==> src/rtl/led_pkg.sv <==
// Shared definitions for the DVI capture / LED matrix slice.
// Pixel width, default matrix geometry and capture FSM states.
package led_pkg;

    localparam int RGB_W = 24;

    localparam int MATRIX_COLS   = 64;
    localparam int MATRIX_ROWS   = 32;
    localparam int MATRIX_ADDR_W = 11;

    typedef enum logic [1:0] {
        IDLE,
        ACTIVE,
        DONE
    } cap_state_e;

endpackage

==> src/rtl/dvi_sync_edge.sv <==
// Registers the incoming DVI controls and pixel once and derives
// the VSYNC active-edge and DE falling-edge strobes.
module dvi_sync_edge
    import led_pkg::*;
#(
    parameter bit VS_POL = 1'b1
) (
    input  logic             clk,
    input  logic             rst,
    input  logic             de_i,
    input  logic             vsync_i,
    input  logic [RGB_W-1:0] rgb_i,
    output logic             de_o,
    output logic [RGB_W-1:0] rgb_o,
    output logic             vs_edge_o,
    output logic             de_fall_o
);

    logic             de_q;
    logic             de_qq;
    logic             vs_act_q;
    logic             vs_act_qq;
    logic [RGB_W-1:0] rgb_q;
    logic             vs_act_d;

    assign vs_act_d = (vsync_i == VS_POL);

    // Input stage plus one history bit each for edge detection
    always_ff @(posedge clk) begin
        if (rst) begin
            de_q      <= 1'b0;
            de_qq     <= 1'b0;
            vs_act_q  <= 1'b0;
            vs_act_qq <= 1'b0;
            rgb_q     <= '0;
        end else begin
            de_q      <= de_i;
            de_qq     <= de_q;
            vs_act_q  <= vs_act_d;
            vs_act_qq <= vs_act_q;
            rgb_q     <= rgb_i;
        end
    end

    assign de_o      = de_q;
    assign rgb_o     = rgb_q;
    assign vs_edge_o = vs_act_q & ~vs_act_qq;
    assign de_fall_o = ~de_q & de_qq;

endmodule

==> src/rtl/dvi_frame_capture.sv <==
// Crops a COLS x ROWS window out of a DVI raster, writes it to the
// back framebuffer and swaps buffers once a full window has landed.
module dvi_frame_capture
    import led_pkg::*;
#(
    parameter int H_OFFSET = 0,
    parameter int V_OFFSET = 0,
    parameter int COLS     = MATRIX_COLS,
    parameter int ROWS     = MATRIX_ROWS,
    parameter int ADDR_W   = MATRIX_ADDR_W,
    parameter bit VS_POL   = 1'b1,
    parameter int CNT_W    = 12
) (
    input  logic              clk,
    input  logic              rst,
    input  logic              enable,
    input  logic              de,
    input  logic              vsync,
    input  logic              hsync,
    input  logic [7:0]        red,
    input  logic [7:0]        green,
    input  logic [7:0]        blue,
    output logic              wr,
    output logic [ADDR_W-1:0] wr_addr,
    output logic [RGB_W-1:0]  wr_data,
    output logic              buffer_select,
    output logic              frame_done,
    output logic [7:0]        drop_count
);

    localparam logic [CNT_W-1:0]  CNT_MAX   = '1;
    localparam logic [CNT_W:0]    X_OFF     = (CNT_W+1)'(H_OFFSET);
    localparam logic [CNT_W:0]    Y_OFF     = (CNT_W+1)'(V_OFFSET);
    localparam logic [CNT_W:0]    W_COLS    = (CNT_W+1)'(COLS);
    localparam logic [CNT_W:0]    W_ROWS    = (CNT_W+1)'(ROWS);
    localparam logic [ADDR_W-1:0] LAST_ADDR = ADDR_W'(COLS*ROWS-1);

    logic             de_r;
    logic             vs_edge;
    logic             de_fall;
    logic [RGB_W-1:0] rgb_r;

    // DE alone defines lines, so HSYNC is deliberately ignored
    logic unused_hsync;
    assign unused_hsync = hsync;

    dvi_sync_edge #(
        .VS_POL(VS_POL)
    ) u_sync (
        .clk      (clk),
        .rst      (rst),
        .de_i     (de),
        .vsync_i  (vsync),
        .rgb_i    ({red, green, blue}),
        .de_o     (de_r),
        .rgb_o    (rgb_r),
        .vs_edge_o(vs_edge),
        .de_fall_o(de_fall)
    );

    logic [CNT_W-1:0] x_q, x_d;
    logic [CNT_W-1:0] y_q, y_d;

    // Raster position of the pixel currently held in the input stage
    always_comb begin
        x_d = x_q;
        if (de_fall) begin
            x_d = '0;
        end else if (de_r && (x_q != CNT_MAX)) begin
            x_d = x_q + 1'b1;
        end
        y_d = y_q;
        if (vs_edge) begin
            y_d = '0;
        end else if (de_fall && (y_q != CNT_MAX)) begin
            y_d = y_q + 1'b1;
        end
    end

    // Raster counter registers
    always_ff @(posedge clk) begin
        if (rst) begin
            x_q <= '0;
            y_q <= '0;
        end else begin
            x_q <= x_d;
            y_q <= y_d;
        end
    end

    // Offset-relative position; below-offset values wrap high and fail
    // the single unsigned range compare
    logic [CNT_W:0]    xo;
    logic [CNT_W:0]    yo;
    logic [CNT_W:0]    addr_full;
    logic [ADDR_W-1:0] waddr;
    logic              in_win;

    assign xo        = {1'b0, x_q} - X_OFF;
    assign yo        = {1'b0, y_q} - Y_OFF;
    assign in_win    = de_r && (xo < W_COLS) && (yo < W_ROWS);
    assign addr_full = (yo * W_COLS) + xo;
    assign waddr     = ADDR_W'(addr_full);

    cap_state_e        state_q;
    logic              wr_q;
    logic [ADDR_W-1:0] wr_addr_q;
    logic [RGB_W-1:0]  wr_data_q;
    logic              buf_sel_q;
    logic              frame_done_q;
    logic [7:0]        drop_q;
    logic              wr_en;
    logic              last_wr;

    assign wr_en   = (state_q == ACTIVE) && enable && in_win;
    assign last_wr = wr_en && (waddr == LAST_ADDR);

    // Capture FSM: write the window, swap at the VSYNC after it completes
    always_ff @(posedge clk) begin
        if (rst) begin
            state_q      <= IDLE;
            wr_q         <= 1'b0;
            wr_addr_q    <= '0;
            wr_data_q    <= '0;
            buf_sel_q    <= 1'b0;
            frame_done_q <= 1'b0;
            drop_q       <= '0;
        end else begin
            wr_q         <= wr_en;
            frame_done_q <= 1'b0;
            if (wr_en) begin
                wr_addr_q <= waddr;
                wr_data_q <= rgb_r;
            end
            unique case (state_q)
                IDLE: begin
                    if (vs_edge && enable) begin
                        state_q <= ACTIVE;
                    end
                end
                ACTIVE: begin
                    if (last_wr && vs_edge) begin
                        buf_sel_q    <= ~buf_sel_q;
                        frame_done_q <= 1'b1;
                        state_q      <= enable ? ACTIVE : IDLE;
                    end else if (last_wr) begin
                        state_q <= DONE;
                    end else if (vs_edge) begin
                        if (drop_q != 8'hFF) begin
                            drop_q <= drop_q + 8'd1;
                        end
                        state_q <= enable ? ACTIVE : IDLE;
                    end
                end
                DONE: begin
                    if (vs_edge) begin
                        buf_sel_q    <= ~buf_sel_q;
                        frame_done_q <= 1'b1;
                        state_q      <= enable ? ACTIVE : IDLE;
                    end
                end
                default: begin
                    state_q <= IDLE;
                end
            endcase
        end
    end

    assign wr            = wr_q;
    assign wr_addr       = wr_addr_q;
    assign wr_data       = wr_data_q;
    assign buffer_select = buf_sel_q;
    assign frame_done    = frame_done_q;
    assign drop_count    = drop_q;

endmodule

==> config.mk <==
export PLATFORM = sky130hd
export DESIGN_NAME = dvi_frame_capture
export DESIGN_NICKNAME = d
export VERILOG_FILES = /design/src/rtl/led_pkg.sv /design/src/rtl/dvi_sync_edge.sv /design/src/rtl/dvi_frame_capture.sv
export SDC_FILE = /design/constraint.sdc
export NUM_CORES = 1
export LEC_CHECK = 0
export BUFFER_PORTS_ARGS = -buffer_cell sky130_fd_sc_hd__buf_2
export CORE_MARGIN = 4
export CORE_UTILIZATION = 55
export DETAILED_ROUTE_END_ITERATION = 10
export GPL_ROUTABILITY_DRIVEN = 0
export GPL_TIMING_DRIVEN = 0
export PLACE_DENSITY = 0.8
export SKIP_LAST_GASP = 1
export SLEW_MARGIN = 5
export SYNTH_ARGS = -nofsm -noshare
export SYNTH_HDL_FRONTEND = slang
export SYNTH_SLANG_ARGS = --single-unit
export TNS_END_PERCENT = 30
==> constraint.sdc <==
create_clock -name clk -period 3.8 [get_ports clk]
set_clock_uncertainty 0.15 [all_clocks]
set_input_delay 0.57 -clock clk [delete_from_list [all_inputs] [get_ports clk]]
set_output_delay 0.57 -clock clk [all_outputs]
set_load 0.01 [all_outputs]
# --- After elaboration in Yosys (flattened, before gate mapping) ---
# Index checks and enable logic that the tools add are counted.
totals:
  out_inout_bits: 46
  reg_bits: 100
  in_bits: 30
  wordCells: 63
classes:
  n_lt_le_gt_ge: 2
  n_eq_ne: 9
  add_sub_neg: 4
  bitwise_logic: 7
  n_mux: 12
  reduce_logical: 15
op_table:
  columns: ["op", "n"]
  rows:
  - ["adder 12 x 1 -> 12 bit, second input constant", 2]
  - ["!= test 12 bit, second input constant", 2]
  - ["less-than comparator 12 x 6 -> 1 bit, second input constant", 1]
  - ["less-than comparator 12 x 7 -> 1 bit, second input constant", 1]
  - ["adder 11 bit", 1]
  - ["equality test 11 bit, second input constant", 1]
  - ["logical AND 1 bit", 9]
  - ["adder 8 x 1 -> 8 bit, second input constant", 1]
  - ["two-way mux 2 bit", 4]
  - ["!= test 8 bit, second input constant", 1]
  - ["one-hot mux 2 bit (3 select lines)", 1]
  - ["two-way mux 1 bit", 5]
  - ["inverter 1 bit", 5]
  - ["AND reduction 5 bit", 1]
  - ["!= test 2 bit, second input constant", 2]
  - ["one-hot mux 1 bit (2 select lines)", 2]
  - ["OR reduction 2 bit", 2]
  - ["AND reduction 3 bit", 1]
  - ["AND 1 bit", 2]
  - ["equality test 2 x 1 -> 1 bit, second input constant", 1]
  - ["equality test 2 bit, second input constant", 1]
  - ["zero test 2 bit", 1]
  - ["!= test 2 x 1 -> 1 bit, second input constant", 1]
  - ["nonzero test 2 bit", 1]

# --- Longest topological paths before layout ---
depth:
  depth_word: 8
  ltp_mapped: 8
  depth_no_buf: 8

# --- Hierarchy ---
# From an unflattened synthesis, not the netlist that was laid out.
unflattened:
  cells_unflattened: 422
  area_unflattened_um2: 4115.2
modules_own_cells:
  columns: ["module", "area_per_inst_um2", "n_inst", "cells_per_inst"]
  rows:
  - ["dvi_frame_capture", 3324.4, 1, 362]
  - ["dvi_sync_edge", 790.8, 1, 60]

# --- Worst setup path after synthesis ---
# Ideal clock, no wire load.
synth_timing:
  path_kind: "reg-to-reg"
  startpoint: "register x_q[6]"
  endpoint: "register drop_q[5], in the netlist drop_count[5]"
  arrival_ns: 2.433
  path_buffers: 0
  setup_time_ns: 0.121
  slack_ns: 1.096
  stages_incl_launch_ff: 9
  path_cell_list: "dfxtp_1 > ha_1 > fa_1 > xnor2_1 > or4_4 > nor4_4 > a21oi_2 > nor3b_1 > mux2_4"
synth_between:
  elab_chain_cells: 8
synth_lines:
  columns: ["item", "line_no", "rtl"]
  rows:
  - ["start: declaration", "dvi_frame_capture.sv:61", "logic [CNT_W-1:0] x_q, x_d;"]
  - ["start signal: assignment", "dvi_frame_capture.sv:83", "x_q <= '0;"]
  - ["start signal: assignment", "dvi_frame_capture.sv:86", "x_q <= x_d;"]
  - ["branches (longest 4 deep; another with adder 11 bit)", null, null]
  - ["logical AND 1 bit *", "dvi_frame_capture.sv:116", "assign last_wr = wr_en && (waddr == LAST_ADDR);"]
  - ["logical AND 1 bit", "dvi_frame_capture.sv:142", "if (last_wr && vs_edge) begin"]
  - ["inverter 1 bit (no source line)", null, null]
  - ["AND reduction 5 bit (no source line) *", null, null]
  - ["end signal: assignment", "dvi_frame_capture.sv:150", "drop_q <= drop_q + 8'd1;"]
  - ["end: declaration", "dvi_frame_capture.sv:111", "logic [7:0] drop_q;"]
# Mark *: on every way between the ends.
# A chain may end at the register's enable or synchronous reset.

# --- Final worst setup path ---
# Same ends and word-level chain as after synthesis.

==> key figures <==
Global routing
  • Initial antenna violation count: 0
  • Vias in the first global route: 2987
  • First-pass GRT wire length: 13900 um
  • Pin count of the biggest net entering global routing: 19
  • Overflow after GRT: 0
  • Gr usage total: 19.9%

Routing
  • DRT Wirelength: 8230 um
  • Drt first pass iters: 4
  • Antenna viol nets, final: 0
  • Initial DRC count: 123
  • Vias: 3106
  • Avg Vias per Cell: 5.24
  • Routed wire per std cell: 13.9 um
  • DRC viols: 0

Die
  • Die Ht: 93.0 um
  • Core Box Area: 6910 sq um
  • Initial Utilization: 57.5%
  • Site Rows: 30
  • DIE AREA: 8640 sq um
  • Top Ports: 76
  • Die width: 93.0 um

Power
  • Maximum VDD drop: 0.276 mV
  • Total power: 1.78 mW
  • Leakage power: 2.16 nW
  • Pwr Density: 384 nW/um^2

Setup path
  • Max stage delay cell, worst path: or4_4
  • Critical-path cell list: ha_1 -> fa_1 -> xnor2_1 -> or4_4 -> nor4_4 -> a21oi_2 -> nor3b_1 -> mux2_4
  • Slowest stage delay, CP: 0.50 ns
  • Endpoint type of the worst setup path: flop
  • R2R cell count: 8
  • Arrival time worst endpoint: 3.13 ns
  • CP Class: reg -> reg
  • Startpoint types: flop
  • R2R Path End: drop_count[5]
  • CP max FO: 7
  • R2r setup slk: 0.78 ns
  • Required time of the critical path: 3.91 ns
  • Worst r2r src: x_q[6]

Clock network
  • # hold bufs at CTS: 0
  • CTS Buf Count: 9
  • TritonCTS clock tree: built
  • H-tree Lvls: 3
  • Clk sinks: 100
  • Postcts setup bufs: 0
  • Clock transition at path regs: 0.10 ns
  • Clk buf depth: 2
  • Post_cts resized: 0
  • Clk root buf: clkbuf_8
  • Later-pin clock latency in the skew report: 0.36 ns

Worst hold path
  • Worst hold-check path type: in -> reg
  • Hold Startpoint: red[5]
  • Hold endpoint: u_sync.rgb_o[21]
  • Hold path depth: 2

Status
  • Run status: finished, final reports clean

Timing
  • Max transition margin: 58.0%
  • Setup TNS: 0 ns
  • Hold_ws: 0.255 ns
  • Crit path time final: 3.02 ns
  • Hold Vio Cnt, Final: 0
  • Slew Limit Fails: 0
  • Endpoints failing setup: 0
  • Worst Tran Pin Value: 0.615 ns
  • Final period util: 79.6%
  • RSZ-0062 raised after global routing: false
  • F_max: 331 MHz

Yosys
  • Async set or reset register ratio after synthesis: 0%
  • Synth top area cells: dfxtp_1 50%, mux2i_1 8.8%, nor2_1 6.7%
  • Sequential element share of the synthesized area: 50.4%
  • Top_reg_cell synth: dfxtp_1
  • Cell variety after synth: 44
  • Post-Syn Area: 3970 sq um
  • Synth top cells by count: 100 x dfxtp_1, 71 x nor2_1, 35 x mux2i_1
  • Mapped Cells: 409
  • Area leader, netlist: dfxtp_1
  • Synth Register Bits: 100
  • Yosys warnings: 0
  • Post-synth top area share: 50.4%
  • EDFF count, synth: 0
  • Count leader, synth: dfxtp_1
  • Mean post-synth cell area: 9.71 sq um
  • Syn_nets: 451

Final layout
  • Register area: 2000 sq um
  • Diode count: 0
  • Multi-input combinational cell area: 1880 sq um
  • Final Instance Area: 4630 sq um
  • Share of post-route cells with drive strength above 1: 19.5%
  • Nets@finish: 535
  • Area grow syn2layout: 16.7%
  • # fillers: 591

Job
  • Max-cap check violation count: 0

Placed design
  • Detailed-placement wirelength estimate: 6140 um
  • Port Buffers: 73
  • Area after DPL: 4460 sq um
cells by family (layout without fill, tap and decap cells):
| kind of cell | count (synthesis) | in the layout | synth area share [%] |
|---|---|---|---|
| simple gates | 179 | 179 | 22.7 |
| xor+xnor | 26 | 26 | 5.93 |
| mux | 38 | 38 | 9.77 |
| compound gates | 31 | 31 | 4.92 |
| flops | 100 | 100 | 50.4 |
| buf+inv | 23 | 111 | 2.27 |
| fa+ha+maj | 12 | 12 | 3.97 |
layout by cell type (no fill, tap or decap), drive strengths merged, types with 3 or more instances in the layout:
cell / instances
buf: 78
nand2: 21
xor2: 12
nor3: 7
and4: 3
nor4: 4
nor2b: 32
a21oi: 14
nand4: 7
mux2: 3
and3: 4
dfxtp: 100
or3: 3
xnor2: 14
clkbuf: 20
mux2i: 35
inv: 11
nand2b: 9
nor2: 71
ha: 11
o21ai: 5
nand3: 12
sequential cells by signal, indices dropped and copies added (netlist names):
register	count
buffer_select	1
drop_count	8
frame_done	1
state_q	2
u_sync.de_o	1
u_sync.de_qq	1
u_sync.rgb_o	24
u_sync.vs_act_q	1
u_sync.vs_act_qq	1
wr	1
wr_addr	11
wr_data	24
x_q	12
y_q	12
per-layer routing:
layer	up-vias	track usage, %	routed length (um)
met5	-	0	0
met4	0	7.94	123
met3	12	3.66	336
met2	77	33.8	4060
met1	1469	24.8	3710
li1	1548	-	-
per-stage QoR:
| stage | utilization, % | std cells | worst slack (ns) |
|---|---|---|---|
| 2_1_floorplan | - | 409 | 1.10 |
| 3_3_place_gp | 64.5 | 578 | 0.858 |
| 3_5_place_dp | 64.5 | 578 | 0.806 |
| 4_1_cts | 67.1 | 593 | 0.781 |
| 5_1_grt | 67.1 | 593 | 0.630 |
| 6_report | 67.1 | 593 | 0.777 |
final cells by class:
| cell class | instances | share of cell area (%) |
|---|---|---|
| plain buffers | 16 | 1.38 |
| clock buffers | 9 | 2.67 |
| clock inverters | 6 | 1.19 |
| inverters | 7 | 0.567 |
| multi-input cells | 286 | 40.5 |
| flip-flops and latches | 100 | 43.2 |
| well taps | 96 | 2.59 |
| repair buffers | 73 | 7.88 |
worst max path at each step:
stage	end	start
floorplan	drop_count[5]	x_q[6]
global placement	drop_count[5]	x_q[6]
detailed placement	drop_count[5]	x_q[6]
CTS	drop_count[5]	x_q[6]
global route	drop_count[5]	x_q[6]
finish	drop_count[5]	x_q[6]
report_power, final:
part | leakage (nW) | internal (mW) | switching (mW)
logic | 1.25 | 0.0336 | 0.0436
registers | 0.813 | 1.07 | 0.00935
clock network | 0.0926 | 0.249 | 0.379
critical path, delay by kind of cell (launching register included):
family          cells  cell delay (ns)
mux                 1             0.29
simple gates        3             1.06
compound gates      1             0.21
fa+ha+maj           2             0.66
flops               1             0.38
xor+xnor            1             0.16
Note: power is estimated with default switching activity, not from simulation.
